**src/rtl/mpi_chan_arbiter.sv**
```systemverilog
// mpi_chan_arbiter: several local val/yummy NoC channels share one MPI
// transport port. Each channel has a small local FIFO and a counter of the
// credits left in the remote buffer. Round-robin selection feeds a
// valid/ready transport interface.
module mpi_chan_arbiter #(
  parameter int NUM_CH  = 3,
  parameter int DATA_W  = 64,
  parameter int DEPTH   = 4,
  parameter int CREDITS = 8
) (
  input  logic                       clk_i,
  input  logic                       rstn_i,
  input  logic [NUM_CH-1:0]          ch_valid_i,
  input  logic [NUM_CH*DATA_W-1:0]   ch_data_i,
  output logic [NUM_CH-1:0]          ch_yummy_o,
  output logic                       tx_valid_o,
  output logic [$clog2(NUM_CH)-1:0]  tx_ch_o,
  output logic [DATA_W-1:0]          tx_data_o,
  input  logic                       tx_ready_i,
  input  logic [NUM_CH-1:0]          rem_yummy_i,
  output logic [1:0]                 err_o
);

  localparam int CH_W = $clog2(NUM_CH);
  localparam int AW   = $clog2(DEPTH);
  localparam int CR_W = $clog2(CREDITS + 1);
  localparam logic [CR_W-1:0] CR_MAX = CR_W'(CREDITS);
  localparam logic [AW:0]     FULL   = (AW + 1)'(DEPTH);

  typedef enum logic {IDLE, SEND} state_t;

  state_t              state;
  logic [CH_W-1:0]     rr_ptr;
  logic [DATA_W-1:0]   fifo_mem [NUM_CH][DEPTH];
  logic [AW-1:0]       wr_ptr   [NUM_CH];
  logic [AW-1:0]       rd_ptr   [NUM_CH];
  logic [AW:0]         count    [NUM_CH];
  logic [CR_W-1:0]     credit   [NUM_CH];
  logic                err_fifo;
  logic                err_cred;

  logic                handshake;
  logic [NUM_CH-1:0]   pop_vec;
  logic [NUM_CH-1:0]   push_ok;
  logic [NUM_CH-1:0]   elig;
  logic                any_elig;
  logic [CH_W-1:0]     grant_sel;
  logic [CH_W-1:0]     cand;
  logic [DATA_W-1:0]   grant_head;

  assign handshake = tx_valid_o & tx_ready_i;
  assign err_o     = {err_cred, err_fifo};

  // Per-channel push/pop qualifiers and eligibility; a full FIFO still accepts a push when it pops in the same cycle
  always_comb begin
    pop_vec = '0;
    push_ok = '0;
    elig    = '0;
    for (int c = 0; c < NUM_CH; c++) begin
      pop_vec[c] = handshake && (tx_ch_o == CH_W'(c));
      push_ok[c] = ch_valid_i[c] && ((count[c] != FULL) || pop_vec[c]);
      elig[c]    = (count[c] != '0) && (credit[c] != '0);
    end
  end

  // Round-robin search starting just after the last granted channel
  always_comb begin
    any_elig  = 1'b0;
    grant_sel = '0;
    cand      = rr_ptr;
    for (int i = 0; i < NUM_CH; i++) begin
      cand = (cand == CH_W'(NUM_CH - 1)) ? '0 : cand + CH_W'(1);
      if (!any_elig && elig[cand]) begin
        any_elig  = 1'b1;
        grant_sel = cand;
      end
    end
    grant_head = fifo_mem[grant_sel][rd_ptr[grant_sel]];
  end

  // FIFO storage; the contents need no reset because the pointers qualify them
  always_ff @(posedge clk_i) begin
    for (int c = 0; c < NUM_CH; c++) begin
      if (push_ok[c]) fifo_mem[c][wr_ptr[c]] <= ch_data_i[c*DATA_W +: DATA_W];
    end
  end

  // FIFO pointers, occupancy and sticky overflow flag
  always_ff @(posedge clk_i or negedge rstn_i) begin
    if (!rstn_i) begin
      for (int c = 0; c < NUM_CH; c++) begin
        wr_ptr[c] <= '0;
        rd_ptr[c] <= '0;
        count[c]  <= '0;
      end
      err_fifo <= 1'b0;
    end else begin
      for (int c = 0; c < NUM_CH; c++) begin
        if (push_ok[c]) wr_ptr[c] <= wr_ptr[c] + AW'(1);
        if (pop_vec[c]) rd_ptr[c] <= rd_ptr[c] + AW'(1);
        if (ch_valid_i[c] && !push_ok[c]) err_fifo <= 1'b1;
        if (push_ok[c] && !pop_vec[c])      count[c] <= count[c] + (AW + 1)'(1);
        else if (!push_ok[c] && pop_vec[c]) count[c] <= count[c] - (AW + 1)'(1);
      end
    end
  end

  // Remote credit counters: consumed on handshake, returned by remote yummies, saturating at the maximum
  always_ff @(posedge clk_i or negedge rstn_i) begin
    if (!rstn_i) begin
      for (int c = 0; c < NUM_CH; c++) credit[c] <= CR_MAX;
      err_cred <= 1'b0;
    end else begin
      for (int c = 0; c < NUM_CH; c++) begin
        if (rem_yummy_i[c] && !pop_vec[c]) begin
          if (credit[c] == CR_MAX) err_cred <= 1'b1;
          else                     credit[c] <= credit[c] + CR_W'(1);
        end else if (!rem_yummy_i[c] && pop_vec[c]) begin
          credit[c] <= credit[c] - CR_W'(1);
        end
      end
    end
  end

  // Scheduler FSM with registered transport outputs and local yummy pulses
  always_ff @(posedge clk_i or negedge rstn_i) begin
    if (!rstn_i) begin
      state      <= IDLE;
      rr_ptr     <= CH_W'(NUM_CH - 1);
      tx_valid_o <= 1'b0;
      tx_ch_o    <= '0;
      tx_data_o  <= '0;
      ch_yummy_o <= '0;
    end else begin
      ch_yummy_o <= pop_vec;
      case (state)
        IDLE: begin
          if (any_elig) begin
            tx_ch_o    <= grant_sel;
            tx_data_o  <= grant_head;
            tx_valid_o <= 1'b1;
            state      <= SEND;
          end
        end
        SEND: begin
          if (tx_ready_i) begin
            rr_ptr     <= tx_ch_o;
            tx_valid_o <= 1'b0;
            state      <= IDLE;
          end
        end
        default: state <= IDLE;
      endcase
    end
  end

endmodule

```
**config.mk**
```make
export PLATFORM = sky130hd
export DESIGN_NAME = mpi_chan_arbiter
export DESIGN_NICKNAME = d
export VERILOG_FILES = /design/src/rtl/mpi_chan_arbiter.sv
export SDC_FILE = /design/constraint.sdc
export NUM_CORES = 1
export LEC_CHECK = 0
export CORE_MARGIN = 5
export CORE_UTILIZATION = 62
export CTS_CLUSTER_DIAMETER = 200
export DETAILED_ROUTE_END_ITERATION = 10
export PLACE_DENSITY = 0.84
export SLEW_MARGIN = 10
export SYNTH_ARGS = -nofsm -noshare
export SYNTH_HDL_FRONTEND = slang
export SYNTH_SLANG_ARGS = --single-unit
```
**constraint.sdc**
```tcl
create_clock -name clk_i -period 7.1 [get_ports clk_i]
set_input_delay 1.42 -clock clk_i [delete_from_list [all_inputs] [get_ports clk_i]]
set_output_delay 1.42 -clock clk_i [all_outputs]
set_load 0.02 [all_outputs]
```
==> results of run 1 <==
==> cell type report <==
| cell class | count | area share |
|---|---|---|
| sequential | 876 | 0.636 |
| multi-input combinational | 1278 | 0.197 |
| timing repair buffer | 294 | 0.0715 |
| clock buffer | 109 | 0.0572 |
| tap | 748 | 0.0231 |
| clock inverter | 45 | 0.0133 |
| inverter | 18 | 0.00167 |
| antenna | 12 | 0.000741 |
==> path summary, 6_finish.rpt <==
path	end	cells after the start
worst max-delay path	tx_data_o[4]	10
worst min-delay path	rd_ptr[3]	1
worst max register to register	tx_data_o[4]	10
worst min register to register	rd_ptr[3]	1
max in group asynchronous	tx_ch_o[0]	2
min in group asynchronous	count[6]	1
==> where the power goes <==
part | total [W] | internal [W] | switching [W] | leakage [nW]
clock network | 0.00466 | 0.00275 | 0.00192 | 1.38
logic | 0.00842 | 0.00283 | 0.00560 | 4.54
registers | 0.00748 | 0.00693 | 0.000552 | 8.26
total | 0.0206 | 0.0125 | 0.00807 | 14.2
==> per-stage QoR <==
step,std cells,utilization,setup slack [ns],hold slack [ns]
4_1_cts,3368,0.736,2.44,0.475
3_5_place_dp,3214,0.684,2.25,0.460
2_1_floorplan,2328,-,2.70,0.442
5_1_grt,3379,0.737,2.15,0.504
3_3_place_gp,3214,0.684,2.42,0.461
6_report,3380,0.737,2.22,0.480
==> logic make-up (layout without fill, tap and decap cells) <==
group / after synthesis / after routing / synth area share
AO/OA/AOI/OAI: 436 / 436 / 0.112
XOR/XNOR: 24 / 24 / 0.00611
adder cells (fa/ha/maj): 27 / 27 / 0.0111
buffers and inverters: 174 / 466 / 0.0218
flip-flops: 876 / 876 / 0.749
multiplexers: 9 / 9 / 0.00291
other: 0 / 12 / 0
AND/OR/NAND/NOR: 782 / 782 / 0.0973
==> registers in the layout, indices dropped and copies added, names as in the netlist <==
name        cells
tx_ch_o         2
wr_ptr          6
rd_ptr          6
credit         12
tx_data_o      64
state           1
ch_yummy_o      3
err_fifo        1
tx_valid_o      1
fifo_mem      768
count           9
err_cred        1
rr_ptr          2
==> layout by cell type (no fill, tap or decap), types with 13 or more instances in the layout <==
master and count:
dfrtp_1 104, o211ai_1 67, clkbuf_16 87, clkbuf_1 16, a311o_1 69, xnor2_1 13
inv_1 18, clkdlybuf4s50_1 271, and3_1 120, nor2_1 208, o311ai_1 70, edfxtp_1 768
nand2_1 404, buf_4 22, o311ai_0 52, ha_1 21, o22a_1 63, nand3_1 13
o211a_1 63
==> routing by layer <==
metal,vias to the layer above,track usage,share of wire
met4,2,0.132,0.037
met3,254,0.0667,0.11
met1,11132,0.406,0.35
met5,-,0,0.00014
met2,1722,0.512,0.50
li1,9404,-,-
==> worst max-delay path, stage by stage, from the launching register on <==
cell      delay, ns
dfstp_2        0.59
nor4_1         0.10
o32ai_1        0.55
a21oi_4        0.13
buf_12         0.33
o31ai_4        0.33
buf_4          0.89
buf_4          0.90
a311o_1        0.23
o311ai_0       0.19
o211a_1        0.22
==> results.json, run 1 <==
{
  "ctsHoldBuffers": 0,
  "cts_resized": 0,
  "reg2reg_from": "credit[3]",
  "ant_nets": 0,
  "cts_root_buf": "clkbuf_16",
  "power_leakage_nw": 14.2,
  "syn_to_final_growth_pct": 17.8,
  "clock_latency_ns": 0.63,
  "syn_inst": 2328,
  "synth_area_leaders": "edfxtp_1 (67%), dfrtp_1 (7.6%), nand2_1 (4.4%)",
  "slew_headroom": 0.0471,
  "rows": 86,
  "synth.ff_latch_count": 876,
  "drc": 0,
  "yosysWarningCount": 0,
  "finalSetupViolCount": 0,
  "port_buffers": 272,
  "firstDrtPassIters": 8,
  "io_pins": 273,
  "die_height_um": 246,
  "setup_tns_ns": 0,
  "drt-total-wl_um": 95300,
  "drive_gt1_frac": 0.0714,
  "synthArstFlopShare": 0.123,
  "peakVddDrop_mv": 0.654,
  "crit_arrival_ns": 5.39,
  "fin_area_um2": 40500,
  "syn-cell-area_um2": 34400,
  "synth-main-ff-cell": "edfxtp_1",
  "synth-edff-count": 768,
  "cts_tree": "built",
  "grt_usage": 0.310,
  "drtIter0Drc": 3120,
  "synth.most_common_cell": "edfxtp_1",
  "cts.htree.levels": 3,
  "grt_overflow": 0,
  "numCtsBuffers": 84,
  "fill_cells": 3104,
  "grt_pass1_vias": 23021,
  "via_per_inst": 6.66,
  "critPathCaptureType": "register",
  "nets": 2780,
  "min-delay-start": "rd_ptr[3]",
  "rsz0062_at_grt": "no",
  "critPathKind": "register to register",
  "clk_pin_slew_worst_paths_ns": 0.07,
  "synth_cell_types": 57,
  "status": "finished clean",
  "hold_viol_final": 0,
  "seq_area_frac_synth": 0.749,
  "crit_start": "credit[3]",
  "vias": 22514,
  "power_w": 0.0206,
  "worst_pin_slew_ns": 1.43,
  "synth_fp_nets": 2556,
  "dieArea_um2": 60300,
  "netlist_top_cells_count": "edfxtp_1 (768), nand2_1 (405), nor2_1 (208)",
  "dpl_cell_area_um2": 37600,
  "fmax_mhz": 205,
  "gp_congestion": 0.890,
  "die_x_um": 246,
  "startpoint_type": "register",
  "antenna_found_initial": 12,
  "min_period_over_period": 0.687,
  "yosys.area.top_type_share": 0.670,
  "power_density_nw_per_um2": 507,
  "area.sequential_um2": 25800,
  "avgSynthCellArea_um2": 14.8,
  "core_area_um2": 55000,
  "postCtsSetupBuffers": 0,
  "fin_worst_skew_ns": 0.0213,
  "cap_violations": 0,
  "clockBufferDepth": 3,
  "wl_per_cell_um": 28.2,
  "crit_required_ns": 7.61,
  "finalCriticalPeriod_ns": 4.88,
  "path_max_fanout": 196,
  "grt_pass1_wl_um": 141000,
  "start_util": 0.626,
  "final_max_slew_viol_count": 0,
  "place.detailed.hpwl_um": 51300,
  "yosys.area.top_type": "edfxtp_1",
  "ff2ff_setup_slack_ns": 2.22,
  "numClockSinks": 876,
  "hold_class": "register to register",
  "grt_start_max_net_pins": 197,
  "multi_input_area_um2": 7970
}
Note: power is estimated with default switching activity, not from simulation.
==> run 2, diff against run 1 <==
--- a/config.mk
+++ b/config.mk
@@ -6,10 +6,10 @@
 export NUM_CORES = 1
 export LEC_CHECK = 0
 export CORE_MARGIN = 5
-export CORE_UTILIZATION = 62
+export CORE_UTILIZATION = 52
 export CTS_CLUSTER_DIAMETER = 200
 export DETAILED_ROUTE_END_ITERATION = 10
-export PLACE_DENSITY = 0.84
+export PLACE_DENSITY = 0.75
 export SLEW_MARGIN = 10
 export SYNTH_ARGS = -nofsm -noshare
 export SYNTH_HDL_FRONTEND = slang
==> constraint.sdc (replaced) <==
create_clock -name clk_i -period 4.2 [get_ports clk_i]
set_input_delay 0.84 -clock clk_i [delete_from_list [all_inputs] [get_ports clk_i]]
set_output_delay 0.84 -clock clk_i [all_outputs]
set_load 0.02 [all_outputs]
==> run 2 against run 1 <==
Fmax up 40%. Sequential share of layout area down 1.4 points. Hold slack worse by 0.19 ns. Clock-buffer cell count up 15. Flip-flop and latch count did not move. Non-clock buffer count is 35 higher. Die area up 18%. Clock skew is 0.0050 ns lower. Largest cell class unchanged.
==> results.json, run 2 (synthesis gave the netlist of run 1 again) <==
{
  "status": "finished clean",
  "hold_class": "input pin to asynchronous set/reset pin",
  "numClockSinks": 876,
  "grt_overflow": 0,
  "ctsHoldBuffers": 0,
  "via_per_inst": 6.31,
  "fill_cells": 4575,
  "final_max_slew_viol_count": 0,
  "gp_congestion": 0.870,
  "wl_per_cell_um": 27.0,
  "rows": 94,
  "area.sequential_um2": 25800,
  "drc": 0,
  "p_switching_w": 0.0137,
  "cap_violations": 0,
  "cts_tree": "built",
  "clockBufferDepth": 3,
  "drive_gt1_frac": 0.0856,
  "cts_resized": 0,
  "netSwitchingFraction": 0.389,
  "die_x_um": 267,
  "fin_cells": 3540,
  "pwr-share-seq": 0.358,
  "syn_to_final_growth_pct": 20.4,
  "crit_path_max_incr_delay_ns": 0.59,
  "fmax_mhz": 286,
  "io_pins": 273,
  "final_cell_mix": "edfxtp_1 (768), nand2_1 (404), clkdlybuf4s50_1 (271)",
  "rsz0062_at_grt": "no",
  "slew_headroom": 0.291,
  "numCtsBuffers": 87,
  "grt_start_max_net_pins": 137,
  "path_max_fanout": 38,
  "cts_root_buf": "clkbuf_16",
  "drt-total-wl_um": 95700,
  "mostFrequentLayoutCell": "edfxtp_1",
  "crit_arrival_ns": 4.01,
  "antenna_found_initial": 14,
  "grt_pass1_vias": 22615,
  "cts.htree.levels": 3,
  "dieArea_um2": 71400,
  "nets": 2818,
  "ant_nets": 0,
  "peakVddDrop_mv": 0.916,
  "critPathCaptureType": "register",
  "fin_worst_skew_ns": 0.0162,
  "postCtsSetupBuffers": 0,
  "grt_usage": 0.264,
  "critPathTopFamily": "compound AO/OA/AOI/OAI gates",
  "power_leakage_nw": 14.5,
  "place.detailed.hpwl_um": 56700,
  "finalCriticalPeriod_ns": 3.49,
  "worst_pin_slew_ns": 1.06,
  "pwr-share-comb": 0.415,
  "critPathKind": "register to register",
  "firstDrtPassIters": 8,
  "min_period_over_period": 0.832,
  "vias": 22339,
  "placed_cells": 3365,
  "finalSetupViolCount": 0,
  "hold_viol_final": 0,
  "cp_num_buf_inv": 1,
  "port_buffers": 272,
  "clock_latency_ns": 0.65,
  "crit_chain": "or4_1 > a32oi_1 > o21ai_4 > a31oi_1 > and2_4 > buf_12 > o311ai_0 > o211a_1",
  "multi_input_area_um2": 7970,
  "setup_tns_ns": 0,
  "crit_required_ns": 4.72,
  "drtIter0Drc": 2744,
  "slowest_stage": "or4_1",
  "p_clk_frac": 0.228,
  "largest_reg_flops": 768,
  "clk_pin_slew_worst_paths_ns": 0.06,
  "core_area_um2": 65700,
  "grt_pass1_wl_um": 142000,
  "die_height_um": 267,
  "intPower_w": 0.0215,
  "start_util": 0.523,
  "power_density_nw_per_um2": 850,
  "startpoint_type": "register"
}
run 2: cell types whose count changed in the layout (fill, tap and decap cells not counted), moves of 4 or more:
cell	previous run	this run
buf_4	22	28
clkbuf_1	16	22
buf_12	1	29
clkinvlp_4	7	1
clkbuf_8	6	13
bufinv_16	12	8
run 2: worst paths after layout:
check	to	startpoint	depth (start not counted)	slack (ns)
worst min register to register	rd_ptr[3]	rd_ptr[3]	1	0.47
worst max-delay path	tx_data_o[29]	credit[0]	8	0.71
max in group asynchronous	tx_data_o[42]	rstn_i	2	2.87
worst max register to register	tx_data_o[29]	credit[0]	8	0.71
min in group clk_i	rd_ptr[3]	rd_ptr[3]	1	0.47
worst min-delay path	credit[8]	rstn_i	1	0.29
run 2: metrics by stage:
stage / setup slack (ns) / cell area [um2] / power (W) / utilization / hold WS [ns]
floorplan: 0.382 / 34400 / 0.0220 / - / 0.442
global placement: 0.723 / 38400 / 0.0265 / 0.584 / 0.466
detailed placement: 0.696 / 38400 / 0.0271 / 0.584 / 0.468
CTS: 0.747 / 41400 / 0.0352 / 0.630 / 0.325
global route: 0.563 / 41400 / 0.0368 / 0.630 / 0.341
finish: 0.706 / 41400 / 0.0352 / 0.630 / 0.293
run 2: layout make-up:
cell class	count	share of cell area
Inverter	18	0.00163
Tap cell	864	0.0261
Timing Repair Buffer	329	0.0849
Clock buffer	124	0.0601
Sequential cell	876	0.622
Clock inverter	39	0.0121
Antenna cell	12	0.000725
Multi-Input combinational cell	1278	0.192
run 2: worst reg2reg max path: stages, from the launching register on:
cell and delay, ns:
dfrtp_1 0.47, or4_1 0.60, a32oi_1 0.38, o21ai_4 0.15
a31oi_1 0.39, and2_4 0.54, buf_12 0.34, o311ai_0 0.29
o211a_1 0.21
run 2: power groups by stage:
| stage | combinational (W) | clock, W | sequential (W) |
|---|---|---|---|
| after floorplan | 0.00909 | 0 | 0.0129 |
| after detailed placement | 0.0144 | 0 | 0.0127 |
| after global routing | 0.0156 | 0.00847 | 0.0127 |
| final | 0.0146 | 0.00802 | 0.0126 |
| after global placement | 0.0139 | 0 | 0.0126 |
| after CTS | 0.0145 | 0.00811 | 0.0126 |
run 2: per-layer routing:
metal,GRT usage,share of wire,up-vias
li1,-,-,9501
met1,0.347,0.37,11189
met2,0.433,0.49,1417
met3,0.0583,0.10,228
met4,0.107,0.039,4
met5,0,0.00028,-
